## config.mk

```make
export PLATFORM = sky130hd
export DESIGN_NAME = dmem_responder
export DESIGN_NICKNAME = d
export VERILOG_FILES = /design/src/rtl/dmem_pkg.sv /design/src/rtl/dmem_array.sv /design/src/rtl/dmem_responder.sv
export SDC_FILE = /design/constraint.sdc
export NUM_CORES = 2
export LEC_CHECK = 0
export BUFFER_PORTS_ARGS = -buffer_cell sky130_fd_sc_hd__buf_2
export CAP_MARGIN = 20
export CORE_MARGIN = 3
export CORE_UTILIZATION = 35
export CTS_CLUSTER_SIZE = 24
export DETAILED_ROUTE_END_ITERATION = 10
export SETUP_SLACK_MARGIN = 0.15
export SYNTH_ARGS = -nofsm -noshare
export SYNTH_HDL_FRONTEND = slang
export SYNTH_HIERARCHICAL = 1
export SYNTH_SLANG_ARGS = --single-unit
```

## constraint.sdc

```tcl
create_clock -name clk -period 5.37 [get_ports clk]
set_input_delay 0.2685 -clock clk [delete_from_list [all_inputs] [get_ports clk]]
set_output_delay 0.2685 -clock clk [all_outputs]
set_load 0.1 [all_outputs]
```

## src/rtl/dmem_pkg.sv

```systemverilog
// dmem_pkg: shared types and constants for the data-memory responder
package dmem_pkg;
    typedef enum logic [1:0] {IDLE, WAIT, RESP} state_t;
    localparam logic [3:0] BE_WORD = 4'b1111;
    localparam logic [3:0] BE_NONE = 4'b0000;
    localparam int CNT_W = 4;
endpackage

```

## src/rtl/dmem_array.sv

```systemverilog
// dmem_array: single-port word RAM with byte-lane writes and registered read
module dmem_array #(
    parameter int ADDR_W = 6,
    parameter int INIT_ZERO = 1
) (
    input  logic              clk,
    input  logic              en,
    input  logic              we,
    input  logic              err,
    input  logic [3:0]        be,
    input  logic [ADDR_W-1:0] idx,
    input  logic [31:0]       wdata,
    output logic [31:0]       rdata
);
    logic [31:0] mem [2**ADDR_W] = '{default: (INIT_ZERO != 0) ? 32'h0 : 32'hx};
    always_ff @(posedge clk) begin
        if (en) begin
            rdata <= mem[idx];
            if (we && !err)
                for (int i = 0; i < 4; i++)
                    if (be[i]) mem[idx][8*i +: 8] <= wdata[8*i +: 8];
        end
    end
endmodule

```

## src/rtl/dmem_responder.sv

```systemverilog
// dmem_responder: req/gnt/rvalid data-memory responder with wait states and range check
module dmem_responder
    import dmem_pkg::*;
#(
    parameter int ADDR_W = 6,
    parameter int WAIT_CYCLES = 1,
    parameter int INIT_ZERO = 1
) (
    input  logic        clk,
    input  logic        rst,
    input  logic        req,
    input  logic        we,
    input  logic [31:0] addr,
    input  logic [31:0] wdata,
    input  logic [3:0]  be,
    output logic        gnt,
    output logic        rvalid,
    output logic [31:0] rdata,
    output logic        err
);
    state_t state, state_nxt;
    logic [CNT_W-1:0] cnt;
    logic we_q, err_q;
    logic [ADDR_W-1:0] idx_q;
    logic [31:0] wdata_q, mem_rdata;
    logic [3:0] be_q;
    logic idle, accept, in_err, commit, unused_addr;
    assign idle = state == IDLE;
    assign accept = idle && req;
    assign in_err = |addr[31:ADDR_W+2];
    assign unused_addr = ^addr[1:0];
    // with no wait states the commit coincides with acceptance, so use the live request
    assign commit = rst && (idle ? accept && WAIT_CYCLES == 0 : state == WAIT && cnt == '0);
    always_ff @(posedge clk or negedge rst) begin
        if (!rst) state <= IDLE;
        else state <= state_nxt;
    end
    always_comb begin
        state_nxt = IDLE;
        state_nxt = idle ? (req ? (WAIT_CYCLES == 0 ? RESP : WAIT) : IDLE)
                  : state == WAIT ? (cnt == '0 ? RESP : WAIT) : IDLE;
    end
    always_ff @(posedge clk or negedge rst) begin
        if (!rst) begin
            cnt <= '0;
            we_q <= 1'b0;
            err_q <= 1'b0;
            idx_q <= '0;
            wdata_q <= '0;
            be_q <= '0;
        end else if (accept) begin
            cnt <= CNT_W'(WAIT_CYCLES - 1);
            we_q <= we;
            err_q <= in_err;
            idx_q <= addr[ADDR_W+1:2];
            wdata_q <= wdata;
            be_q <= be;
        end else if (state == WAIT) begin
            cnt <= cnt - 1'b1;
        end
    end
    dmem_array #(.ADDR_W(ADDR_W), .INIT_ZERO(INIT_ZERO)) u_array (
        .clk  (clk),
        .en   (commit),
        .we   (idle ? we : we_q),
        .err  (idle ? in_err : err_q),
        .be   (idle ? be : be_q),
        .idx  (idle ? addr[ADDR_W+1:2] : idx_q),
        .wdata(idle ? wdata : wdata_q),
        .rdata(mem_rdata)
    );
    assign gnt = idle;
    assign rvalid = state == RESP;
    assign err = rvalid && err_q;
    assign rdata = (rvalid && !we_q && !err_q) ? mem_rdata : '0;
endmodule

```

==> impl_metrics.env <==
export IMPL_status="complete, no violations"
export IMPL_start_kind="flop"
export IMPL_synth_edff_count=2080
export IMPL_rsz0062_at_grt="no"
export IMPL_grt_pass1_vias=48100
export IMPL_syn_inst=4955
export IMPL_cts_sinks=2130
export IMPL_cts_buffers=199
export IMPL_seq_area_frac_synth_pct=77.1
export IMPL_async_reset_ff_share_pct=2.35
export IMPL_clock_path_buffers=3
export IMPL_io_pin_count=107
export IMPL_power_leakage_nw=30.5
export IMPL_route_detailed_drc=0
export IMPL_drive_gt1_share_pct=18.4
export IMPL_hold_viol_final=0
export IMPL_syn_num_nets=5028
export IMPL_crit_path_max_incr_delay_ps=950
export IMPL_htreeDepth=4
export IMPL_grt_ovfl_total=0
export IMPL_cts_resized_gates=0
export IMPL_die_x_um=492
export IMPL_syn_area_sq_um=82600
export IMPL_routedWlPerCell_um=30.9
export IMPL_track_usage_pct=21.5
export IMPL_hp_class="input port to asynchronous set/reset pin"
export IMPL_core_sq_um=234000
export IMPL_final_common_cell="edfxtp_1"
export IMPL_max_freq_mhz=205
export IMPL_setup_viol=0
export IMPL_grt_max_degree=81
export IMPL_die_area_sq_um=242000
export IMPL_relSlewSlack_pct=21.6
export IMPL_power_share_clock_pct=23.9
export IMPL_cts_tree="built"
export IMPL_setup_tns_final_ps=0
export IMPL_p_seq_share_pct=37.1
export IMPL_area_growth_pct=16.2
export IMPL_clock_root_buffer="clkbuf_16"
export IMPL_critPathArrivalTime_ps=5350
export IMPL_dr_pass1_iters=6
export IMPL_clk_pin_slew_ps=70
export IMPL_start_util_pct=35.4
export IMPL_fin_crit_ps=4870
export IMPL_hpwlAfterDp_mm=175
export IMPL_min_period_over_period_pct=90.7
export IMPL_cap_viol_max_count=0
export IMPL_whs_ps=127
export IMPL_p_per_area_nw_per_um2=614
export IMPL_clk_latency_ps=860
export IMPL_crit_type="flop to flop"
export IMPL_fin_nets=5407
export IMPL_gp_congestion=0.895
export IMPL_crit_slowest_cell="nor2_1"
export IMPL_switching_share_pct=39.0
export IMPL_final_antenna_net_count=0
export IMPL_ir_worst_vdd_uv=789
export IMPL_wirelength_mm=268
export IMPL_combPwrFrac_pct=39.0
export IMPL_yosys_warnings=6
export IMPL_portBuffers=104
export IMPL_worst_slew_pin_slew_ps=1170
export IMPL_postSynthAreaPerCell_sq_um=16.7
export IMPL_postCtsSetupBuffers=0
export IMPL_rows=177
export IMPL_final_cell_mix="edfxtp_1, nor2_1, buf_4"
export IMPL_die_h_um=492
export IMPL_cp_common_cell="nor2_4"
export IMPL_vias=50500
export IMPL_grt_first_pass_wirelength_mm=372
export IMPL_antenna_found_initial=20
export IMPL_via_per_inst=5.83
export IMPL_required_ps=5850
export IMPL_crit_path_end_kind="flop"
export IMPL_report_final_slew_viol_count=0
export IMPL_path_cells="nor2_4, mux2_8, inv_6, nor2_4, nand2_1, nor2_1"
export IMPL_p_sw_mw=23.0
export IMPL_ys_ff_latch=2130
export IMPL_synth_cell_type_count=67
export IMPL_fin_skew_ps=36.7
export IMPL_cp_max_fo=45
export IMPL_fillers=20900
export IMPL_p_int_mw=36.0
export IMPL_dr_first_iter_drc_count=6852
export IMPL_synthFlopType="edfxtp_1"
cell usage after synthesis (29+ instances only):
| cell | number | share of area (%) |
|---|---|---|
| buf_2 | 82 | 0.50 |
| edfxtp_1 | 2080 | 76 |
| o21ai_0 | 107 | 0.65 |
| mux4_2 | 34 | 0.93 |
| mux2i_1 | 229 | 2.8 |
| a22oi_1 | 335 | 3.0 |
| a31oi_1 | 36 | 0.27 |
| mux2_2 | 131 | 1.8 |
| a21oi_1 | 178 | 1.1 |
| nor2_1 | 427 | 1.9 |
| a22o_1 | 35 | 0.37 |
| clkbuf_1 | 224 | 1.0 |
| nor3_1 | 48 | 0.29 |
| nand3_1 | 29 | 0.18 |
| buf_1 | 34 | 0.15 |
| nand4_1 | 30 | 0.23 |
| dfrtp_1 | 50 | 1.5 |
| nand2_1 | 137 | 0.62 |
| and2_2 | 29 | 0.26 |
| a221oi_1 | 264 | 2.8 |
| o22ai_1 | 124 | 0.94 |
through the flow:
| stage | power, mW | cells | utilization, % | cell area [sq um] | setup WS (ps) |
|---|---|---|---|---|---|
| finish | 59.0 | 8668 | 41.1 | 96000 | 500 |
| global route | 60.6 | 8659 | 41.1 | 96000 | 469 |
| CTS | 58.7 | 8634 | 41.0 | 95900 | 599 |
| detailed placement | 44.7 | 8208 | 38.0 | 88800 | 611 |
| global placement | 44.3 | 8205 | 38.0 | 88800 | 707 |
| floorplan | 34.4 | 4955 | - | 82600 | 1880 |
final cells by class:
type,count,area (sq um),share of cell area (%)
inverter,4,22.5,0.0235
multi-input combinational,2447,17400,18.2
sequential,2130,63700,66.4
clock buffer,234,5210,5.42
tap,3132,3920,4.08
clock inverter,137,1280,1.34
timing repair buffer,552,4350,4.53
antenna,32,80.1,0.0834
worst max-delay path, delay by kind of cell, from the launching register on:
family	cells	cell delay (ps)
buf+inv	1	230
simple gates	4	2970
flops	1	450
mux	1	720
state kept, by name (all words and copies together), names as in the netlist:
signal,flops
we_q,1
u_array/rdata,32
err_q,1
state,2
wdata_q,32
u_array/mem,2048
be_q,4
idx_q,6
cnt,4
cells by family (layout without fill, tap and decap cells):
family	count (synthesis)	in the layout	share of synthesized area, %
flops	2130	2130	77.1
simple gates	792	792	4.33
other cells	0	32	0
xor+xnor	1	1	0.0106
mux	396	396	5.51
compound gates	1257	1257	11.0
buf+inv	378	927	2.05
fa+ha+maj	1	1	0.0151
path summary, 6_finish.rpt:
kind / start / endpoint / slack, ps / cells past startpoint
min in group clk: wdata[28] / wdata_q[28] / 190 / 3
hold / removal: rst / wdata_q[22] / 130 / 3
setup / recovery: state[0] / u_array/mem[37][22] / 500 / 6
max in group asynchronous: rst / idx_q[3] / 4760 / 3
hold reg to reg: cnt[3] / cnt[3] / 490 / 1
setup reg to reg: state[0] / u_array/mem[37][22] / 500 / 6
power groups by stage:
stage	combinational, mW	sequential, mW	clock [mW]
finish	23.0	21.9	14.1
global placement	22.1	22.2	0
floorplan	12.2	22.1	0
detailed placement	22.4	22.3	0
CTS	22.6	21.9	14.2
global route	23.8	21.9	14.9
repair_timing:
item / 4_1_cts / 5_1_grt
setup endpoints to repair: 0 / 0
hold buffers: 55 / 0
endpoints found under the hold margin: 98 / 0
per-layer routing:
layer | vias up | share of wire [%] | GRT usage (%)
met2 | 3055 | 46 | 33.4
met4 | 10 | 5.5 | 11.0
li1 | 20900 | - | -
met3 | 559 | 10 | 4.82
met1 | 25900 | 38 | 28.2
met5 | - | 0.023 | 0
(Power assumes the default switching activity.)
